--- config.mk ---
export PLATFORM = sky130hd
export DESIGN_NAME = p2s_frame_tx
export DESIGN_NICKNAME = d
export VERILOG_FILES = /design/src/rtl/p2s_frame_tx.sv
export SDC_FILE = /design/constraint.sdc
export NUM_CORES = 1
export LEC_CHECK = 0
export CAP_MARGIN = 30
export CORE_MARGIN = 2
export CORE_UTILIZATION = 53
export DETAILED_ROUTE_END_ITERATION = 6
export GPL_TIMING_DRIVEN = 0
export HOLD_SLACK_MARGIN = 0.03
export PLACE_DENSITY = 0.82
export SETUP_SLACK_MARGIN = 0.3
export SLEW_MARGIN = 20
export SYNTH_ARGS = -nofsm -noshare
export SYNTH_HDL_FRONTEND = slang
export SYNTH_SLANG_ARGS = --single-unit
--- constraint.sdc ---
create_clock -name CLOCK_50 -period 2.7 [get_ports CLOCK_50]
set_clock_uncertainty 0.2 [all_clocks]
set_input_delay 0.675 -clock CLOCK_50 [delete_from_list [all_inputs] [get_ports CLOCK_50]]
set_output_delay 0.675 -clock CLOCK_50 [all_outputs]
set_load 0.005 [all_outputs]
--- src/rtl/p2s_frame_tx.sv ---
// Parallel-to-serial async frame transmitter: start bit, DATA_W data bits, optional parity, 1-2 stop bits.
// One-word holding register behind a valid/ready handshake keeps back-to-back frames gap-free.
module p2s_frame_tx #(
    parameter int unsigned DATA_W       = 8,
    parameter int unsigned CLKS_PER_BIT = 5208,
    parameter int unsigned PARITY_EN    = 0,
    parameter int unsigned PARITY_ODD   = 0,
    parameter int unsigned STOP_BITS    = 1,
    parameter int unsigned MSB_FIRST    = 1
) (
    input  logic              CLOCK_50,
    input  logic              reset,
    input  logic [DATA_W-1:0] P_data_in,
    input  logic              data_valid,
    output logic              data_ready,
    input  logic              abort,
    output logic              S_data_out,
    output logic              busy,
    output logic              frame_done
);

    localparam int unsigned CNT_W = (CLKS_PER_BIT > 1) ? $clog2(CLKS_PER_BIT) : 1;
    localparam int unsigned BIT_W = $clog2(DATA_W);

    typedef enum logic [2:0] {
        ST_IDLE,
        ST_START,
        ST_DATA,
        ST_PARITY,
        ST_STOP
    } state_t;

    state_t             state_q, state_d;
    logic [CNT_W-1:0]   baud_q, baud_d;
    logic [BIT_W-1:0]   bitcnt_q, bitcnt_d;
    logic [DATA_W-1:0]  shift_q, shift_d;
    logic [DATA_W-1:0]  hold_q, hold_d;
    logic               hold_full_q, hold_full_d;
    logic               par_q, par_d;
    logic               line_q, line_d;
    logic               ready_q, ready_d;
    logic               busy_q, busy_d;
    logic               done_q, done_d;

    logic               accept_c;
    logic               baud_end_c;
    logic               load_c;
    logic [DATA_W-1:0]  load_word_c;

    assign data_ready = ready_q;
    assign S_data_out = line_q;
    assign busy       = busy_q;
    assign frame_done = done_q;

    always_ff @(posedge CLOCK_50) begin
        if (!reset) begin
            state_q     <= ST_IDLE;
            baud_q      <= '0;
            bitcnt_q    <= '0;
            shift_q     <= '0;
            hold_q      <= '0;
            hold_full_q <= 1'b0;
            par_q       <= 1'b0;
            line_q      <= 1'b1;
            ready_q     <= 1'b1;
            busy_q      <= 1'b0;
            done_q      <= 1'b0;
        end else begin
            state_q     <= state_d;
            baud_q      <= baud_d;
            bitcnt_q    <= bitcnt_d;
            shift_q     <= shift_d;
            hold_q      <= hold_d;
            hold_full_q <= hold_full_d;
            par_q       <= par_d;
            line_q      <= line_d;
            ready_q     <= ready_d;
            busy_q      <= busy_d;
            done_q      <= done_d;
        end
    end

    // Next-state, datapath and registered-output logic
    always_comb begin
        accept_c    = data_valid & ready_q & ~abort;
        baud_end_c  = (baud_q == CNT_W'(CLKS_PER_BIT - 1));
        state_d     = state_q;
        baud_d      = baud_end_c ? '0 : baud_q + CNT_W'(1);
        bitcnt_d    = bitcnt_q;
        shift_d     = shift_q;
        par_d       = par_q;
        hold_d      = accept_c ? P_data_in : hold_q;
        hold_full_d = hold_full_q | accept_c;
        load_c      = 1'b0;
        load_word_c = hold_q;

        unique case (state_q)
            ST_IDLE: begin
                baud_d = '0;
                if (hold_full_q) begin
                    load_c = 1'b1;
                end
            end
            ST_START: begin
                if (baud_end_c) begin
                    state_d  = ST_DATA;
                    bitcnt_d = '0;
                end
            end
            ST_DATA: begin
                if (baud_end_c) begin
                    shift_d = (MSB_FIRST != 0) ? {shift_q[DATA_W-2:0], 1'b0}
                                               : {1'b0, shift_q[DATA_W-1:1]};
                    if (bitcnt_q == BIT_W'(DATA_W - 1)) begin
                        state_d  = (PARITY_EN != 0) ? ST_PARITY : ST_STOP;
                        bitcnt_d = '0;
                    end else begin
                        bitcnt_d = bitcnt_q + BIT_W'(1);
                    end
                end
            end
            ST_PARITY: begin
                if (baud_end_c) begin
                    state_d  = ST_STOP;
                    bitcnt_d = '0;
                end
            end
            ST_STOP: begin
                if (baud_end_c) begin
                    if (bitcnt_q == BIT_W'(STOP_BITS - 1)) begin
                        // A word handed over during the last stop cycle bypasses the holding register
                        if (hold_full_q) begin
                            load_c = 1'b1;
                        end else if (accept_c) begin
                            load_c      = 1'b1;
                            load_word_c = P_data_in;
                        end else begin
                            state_d = ST_IDLE;
                        end
                    end else begin
                        bitcnt_d = bitcnt_q + BIT_W'(1);
                    end
                end
            end
            default: state_d = ST_IDLE;
        endcase

        if (load_c) begin
            state_d     = ST_START;
            baud_d      = '0;
            bitcnt_d    = '0;
            shift_d     = load_word_c;
            par_d       = (^load_word_c) ^ 1'(PARITY_ODD);
            hold_full_d = 1'b0;
        end

        if (abort) begin
            state_d     = ST_IDLE;
            baud_d      = '0;
            bitcnt_d    = '0;
            hold_full_d = 1'b0;
        end

        unique case (state_d)
            ST_START:  line_d = 1'b0;
            ST_DATA:   line_d = (MSB_FIRST != 0) ? shift_d[DATA_W-1] : shift_d[0];
            ST_PARITY: line_d = par_d;
            default:   line_d = 1'b1;
        endcase

        ready_d = ~hold_full_d & ~abort;
        busy_d  = (state_d != ST_IDLE);
        done_d  = (state_d == ST_STOP) &&
                  (baud_d == CNT_W'(CLKS_PER_BIT - 1)) &&
                  (bitcnt_d == BIT_W'(STOP_BITS - 1));
    end

endmodule

Word level (Yosys, flattened, before mapping)
Cells that the tools add are included.
- add/sub/neg operators: 2
- equality and inequality tests: 11
- mux-type cells: 41
- bitwise gates (word level): 6
- reductions and logical operators: 11
- operator list (operator ; number):
    two-way mux 8 bit ; 8
    two-way mux 13 bit ; 4
    two-way mux 3 bit ; 17
    == test 13 bit (second input constant) ; 2
    one-hot mux 3 bit (5 select lines) ; 1
    adder 13 x 1 -> 13 bit (second input constant) ; 1
    == test 3 x 2 -> 1 bit (second input constant) ; 4
    == test 3 bit (second input constant) ; 3
    logical NOT 3 bit ; 3
    one-hot mux 3 bit (3 select lines) ; 1
    two-way mux 1 bit ; 8
    XOR reduction 8 bit ; 1
    == test 3 x 1 -> 1 bit (second input constant) ; 2
    nonzero test 2 bit ; 2
    adder 3 x 1 -> 3 bit (second input constant) ; 1
    AND 1 bit ; 3
    one-hot mux 1 bit (3 select lines) ; 1
    nonzero test 3 bit ; 1
    logical AND 1 bit ; 2
    inverter 1 bit ; 2
    one-hot mux 1 bit (2 select lines) ; 1
    AND reduction 2 bit ; 1
    OR reduction 2 bit ; 1
    OR 1 bit ; 1
- flip-flop bits (word level): 41
- input port bits: 12
- output and inout bits: 4
- word-level logic and storage cells: 83

Logic depth before layout (Yosys ltp)
- depth in word-level cells: 12
- gate-level depth with buffers: 9
- gate-level depth less buffers: 8

Worst setup path before layout
Ideal clock, no wire load.
- kind: in2reg
- start point: input abort
- end point: register done_q (netlist: frame_done)
- library setup time: 61 ps
- data arrival time: 2334 ps
- required time: 2439 ps
- setup slack: 106 ps
- stages on the path: 7
- path buffers: 1
- cells stage by stage: and3b_1 clkbuf_1 nor2_1 o31ai_2 a211oi_1 nor4b_1 and4_1
- cells in the longest elaborated chain, start to end: 12
- elaborated cells on any way between the ends: 23
- classes of those cells: eq/ne: 2; mux: 16; bitwise: 2; reduce/logical: 3
- ends and longest elaborated chain (what ; line ; text):
    from (decl) ; 16 ; input logic abort,
    inverter 1 bit ; 85 ; accept_c = data_valid & ready_q & ~abort;
    AND 1 bit ; 85 ;
    two-way mux 1 bit or two-way mux 3 bit (tied branches) ; 134 ; end else if (accept_c) begin
    two-way mux 1 bit or two-way mux 3 bit (tied branches) ; 132 ; if (hold_full_q) begin
    two-way mux 1 bit or two-way mux 3 bit (tied branches) ; 130 ; if (bitcnt_q == BIT_W'(STOP_BITS - 1)) begin
    two-way mux 1 bit or two-way mux 3 bit (tied branches) ; 129 ; if (baud_end_c) begin
    one-hot mux 1 bit (2 select lines) or one-hot mux 3 bit (5 select lines) (tied branches) ; 97 ; unique case (state_q)
    two-way mux 13 bit or two-way mux 3 bit (tied branches) ; 148 ; if (load_c) begin
    two-way mux 13 bit or two-way mux 3 bit (tied branches) ; 157 ; if (abort) begin
    == test 13 bit or == test 3 bit (tied branches) ; 174, 173 ;
    logical AND 1 bit ; 173 ; done_d = (state_d == ST_STOP) &&
    logical AND 1 bit * ; 174 ; (baud_d == CNT_W'(CLKS_PER_BIT - 1)) &&
    to (signal assigned) ; 79 ; done_q <= done_d;
    to (decl) ; 43 ; logic done_q, done_d;
Mark *: on every way between the ends. The rest lies on a longest branch, timed or not.
A chain may end at the register's enable or synchronous reset.

Final worst setup path
- start point: register baud_q[3]
- end point: register done_q (netlist: frame_done)
- cells in the longest elaborated chain, start to end: 8
- elaborated cells on any way between the ends: 26
- classes of those cells: add/sub: 1; eq/ne: 3; mux: 19; reduce/logical: 3
- ends and longest elaborated chain (what ; line ; text):
    from (decl) ; 34 ; logic [CNT_W-1:0] baud_q, baud_d;
    from (signal assigned) ; 70 ; baud_q <= baud_d;
    adder 13 x 1 -> 13 bit or == test 13 bit (tied branches) ; 88, 86 ;
    two-way mux 13 bit, or another cell as far along ; 88 ; baud_d = baud_end_c ? '0 : baud_q + CNT_W'(1);
    two-way mux 13 bit, or another cell as far along ; 97 ;
    two-way mux 13 bit or two-way mux 3 bit (tied branches) ; 148 ;
    two-way mux 13 bit or two-way mux 3 bit (tied branches) ; 157 ;
    == test 13 bit or == test 3 bit (tied branches) ; 174, 173 ;
    logical AND 1 bit ; 173 ;
    logical AND 1 bit * ; 174 ;
Marks and branches as above.

==> results.tsv <==
stage	metric	value	unit
run_status	status	finished, final reports clean	
final_layout	P&R area growth vs syn	26.0	%
final_layout	Final Non-Filler Cells	356	
synth	Top FF cell, synth	dfxtp_1	
clock_tree	clock slew at reported path FFs	0.08	ns
final_layout	nets@finish	322	
sta	Setup violations, final	0	
floorplan	die width	69.8	um
drt	DRT iter0 DRCs	242	
sta	Tmin final	2.60	ns
clock_tree	CTS tree	built	
clock_tree	CTS sink cnt	41	
synth	Post-synth ARST share	0	%
critical_path	critical path cell sequence	and4bb_1 -> nand4_4 -> buf_4 -> buf_4 -> o31ai_4 -> a211oi_1 -> nor4b_1 -> and4_1	
placed_design	DP HPWL	3680	um
critical_path	critical path type	reg2reg	
clock_tree	Clock Tree Root	clkbuf_8	
clock_tree	clock buffer depth	2	
sta	Slew @ Worst Pin	0.708	ns
floorplan	die area	0.00487	mm2
critical_path	Slowest-stage cell, CP	and4bb_1	
power_and_ir_drop	switch share	24.2	%
power_and_ir_drop	P_int	0.000875	W
grt	grt ovf	0	
sta	RSZ-0062 raised after global routing	yes	
floorplan	initial core utilization	56.2	%
synth	post-synthesis net count	285	
synth	Synth cell types	52	
critical_path	CP arrival	2.64	ns
placed_design	Post-Place Cells	333	
synth	Post-Syn Instances	269	
placed_design	Final Wtd Congestion	0.844	
critical_path	CP Launch Type	flop	
synth	sequential area share after synthesis	35.7	%
drt	Post-route DRC	0	
sta	setup TNS	0	ns
power_and_ir_drop	peak supply drop	0.000248	V
grt	vias in the first global route	2028	
clock_tree	H-Tree Depth	2	
power_and_ir_drop	part of the power in the clock network	36.0	%
floorplan	row count	23	
floorplan	Core Footprint	0.00409	mm2
grt	GRT Overall Usage	23.4	%
final_layout	diode count	0	
drt	Routed WL per cell	15.8	um
critical_path	critical path peak fanout	7	
placed_design	port bufs	14	
grt	pin count of the biggest net entering global routing	12	
clock_tree	clk_lat worst skew	0.30	ns
sta	Final Hold Fails	0	
critical_path	CP dominant cell by count	buf_4	
critical_path	R2R Setup Slk	0.10	ns
critical_path	max incr delay on CP	0.42	ns
power_and_ir_drop	static leakage	1.06	nW
synth	post-synthesis register bit count	41	
clock_tree	hold-fix buffers at CTS	0	
power_and_ir_drop	total power	0.00115	W
grt	first-pass GRT wire length	9240	um
final_layout	share of cells above drive strength 1	23.2	%
critical_path	crit path capture type	flop	
synth	syn_area_per_cell	8.54	um2
min_path	Hold Path Origin	shift_q[5]	
drt	DR pass1 iterations	5	
critical_path	Crit. Startpoint	baud_q[3]	
drt	post-DR vias/cell	5.92	
power_and_ir_drop	Net Sw Power	0.000279	W
final_layout	post-route cell area	0.00289	mm2
power_and_ir_drop	P per Cell Area	399	mW/mm2
floorplan	die height	69.8	um
synth	EDFF count, synth	0	
synth	YS warnings	0	
grt	initial antenna violation count	0	
sta	Final Max Slew Viols	0	
critical_path	Req. time, crit path	2.74	ns
sta	Slew Limit Headroom	52.7	%
synth	synthesized area	0.00230	mm2
min_path	Hold Crit Class	reg2reg	
sta	maximum clock rate	0.385	GHz
placed_design	placement-stage cell area	0.00251	mm2
drt	final WL	5620	um
floorplan	IO Pins	16	
power_and_ir_drop	combinational group share of total power	10.3	%
job	max-cap check violation count	0	
clock_tree	CTS buffer count	5	
drt	Routed Antenna Nets	0	
final_layout	fillcell total	301	
sta	fin crit share	96.1	%
power_and_ir_drop	share of power burned in registers	53.7	%
drt	DR vias	2106	
critical_path	R2R Path Start	baud_q[3]	
## cell type report
class | instances | area [um2] | share of cell area (%)
Clock buffer | 7 | 86.3 | 2.98
Multi-Input combinational cell | 209 | 1520 | 52.5
Buffer | 13 | 86.3 | 2.98
Inverter | 6 | 22.5 | 0.778
Sequential cell | 41 | 838 | 29.0
Tap cell | 50 | 62.6 | 2.16
Timing Repair Buffer | 30 | 278 | 9.60
## state kept, by name (all words and copies together) (netlist names)
name,count
frame_done,1
baud_q,13
S_data_out,1
par_q,1
bitcnt_q,3
busy,1
state_q,3
shift_q,8
hold_full_q,1
data_ready,1
hold_q,8
## stage by stage
step	util [%]	worst slack, ns	hold slack [ns]
3_3_place_gp	61.5	-0.586	0.243
4_1_cts	68.4	0.252	0.252
3_5_place_dp	61.5	-0.625	0.240
5_1_grt	70.8	0.0842	0.284
6_report	70.8	0.104	0.248
2_1_floorplan	-	0.222	0.228
## worst paths after layout
kind	cells after the start	end
worst max-delay path	8	frame_done
worst min-delay path	2	shift_q[5]
worst max register to register	8	frame_done
worst min register to register	2	shift_q[5]
## placed cells by master, fill, tap and decap left out, drive strengths merged, types with 3 or more instances in the layout
master / synthesis / layout
a211oi: 3 / 3
a21boi: 11 / 11
a21oi: 4 / 4
and2: 5 / 5
and3: 5 / 5
and4b: 3 / 3
buf: 3 / 20
clkbuf: 10 / 16
clkdlybuf4s50: 0 / 12
dfxtp: 41 / 41
ha: 4 / 4
inv: 6 / 6
mux2: 7 / 7
nand2: 30 / 30
nand2b: 3 / 3
nand3: 11 / 11
nand4: 4 / 4
nor2: 30 / 30
nor2b: 6 / 6
nor3: 5 / 5
nor4b: 4 / 4
o211ai: 3 / 3
o21ai: 10 / 10
o22ai: 4 / 4
o32ai: 3 / 3
or3: 5 / 5
xnor2: 21 / 21
xor2: 7 / 7
## what timing repair did
item / 4_1_cts / 5_1_grt
setup buffers: 10 / 5
hold endpoints to repair: 0 / 0
pin swaps: 10 / 8
gates cloned: 1 / 0
gates resized for setup: 30 / 22
endpoints found under the setup margin: 19 / 22
## layer usage
metal / up-vias / global-route usage [%] / part of all wire (%)
li1: 1025 / - / -
met4: 0 / 9.62 / 2.3
met2: 76 / 38.5 / 49
met3: 15 / 5.09 / 5.6
met5: - / 0 / 0
met1: 990 / 29.6 / 43
## power by group through the flow
stage | Combinational (W) | Sequential, W | Clock, W
after detailed placement | 0.000108 | 0.000636 | 0
after floorplan | 0.0000703 | 0.000635 | 0
after global routing | 0.000128 | 0.000622 | 0.000447
after CTS | 0.000112 | 0.000620 | 0.000422
after global placement | 0.000104 | 0.000636 | 0
final | 0.000118 | 0.000620 | 0.000415
## synthesized netlist by cell type (2+ instances only)
master | count | area share, %
a211oi_1 | 3 | 0.98
a21boi_0 | 9 | 2.9
a21boi_1 | 2 | 0.65
a21oi_1 | 4 | 0.87
a22oi_1 | 2 | 0.65
and2_1 | 5 | 1.4
and3_1 | 3 | 0.82
and3_2 | 2 | 0.65
and3b_1 | 2 | 0.76
and4_1 | 2 | 0.76
and4b_1 | 3 | 1.3
buf_2 | 2 | 0.44
clkbuf_1 | 9 | 1.5
dfxtp_1 | 41 | 36
ha_1 | 4 | 2.2
inv_1 | 6 | 0.98
mux2_2 | 6 | 2.9
nand2_1 | 30 | 4.9
nand2b_1 | 3 | 0.82
nand3_1 | 11 | 2.4
nand4_1 | 3 | 0.82
nor2_1 | 30 | 4.9
nor2b_1 | 6 | 1.6
nor3_1 | 5 | 1.1
nor4b_1 | 3 | 1.1
o211ai_1 | 3 | 0.98
o21ai_0 | 10 | 2.2
o22ai_1 | 4 | 1.1
o32ai_1 | 3 | 1.1
or3_1 | 5 | 1.4
xnor2_1 | 21 | 8.0
xor2_1 | 7 | 2.7
## cell families (layout without fill, tap and decap cells)
kind of cell	Yosys count	after routing	share of synthesized area [%]
compound gates	51	51	16.1
simple gates	118	118	27.7
buf+inv	19	56	3.60
xor+xnor	28	28	10.7
flops	41	41	35.7
mux	8	8	4.03
fa+ha+maj	4	4	2.18
## worst max-delay path, delay by kind of cell, from the launching register on
| family | cells | cell delay (ns) |
|---|---|---|
| buffers and inverters | 2 | 0.31 |
| and+or+nand+nor | 4 | 1.22 |
| DFF | 1 | 0.38 |
| AOI/OAI and AO/OA | 2 | 0.44 |
Note: power is estimated with default switching activity, not from simulation.
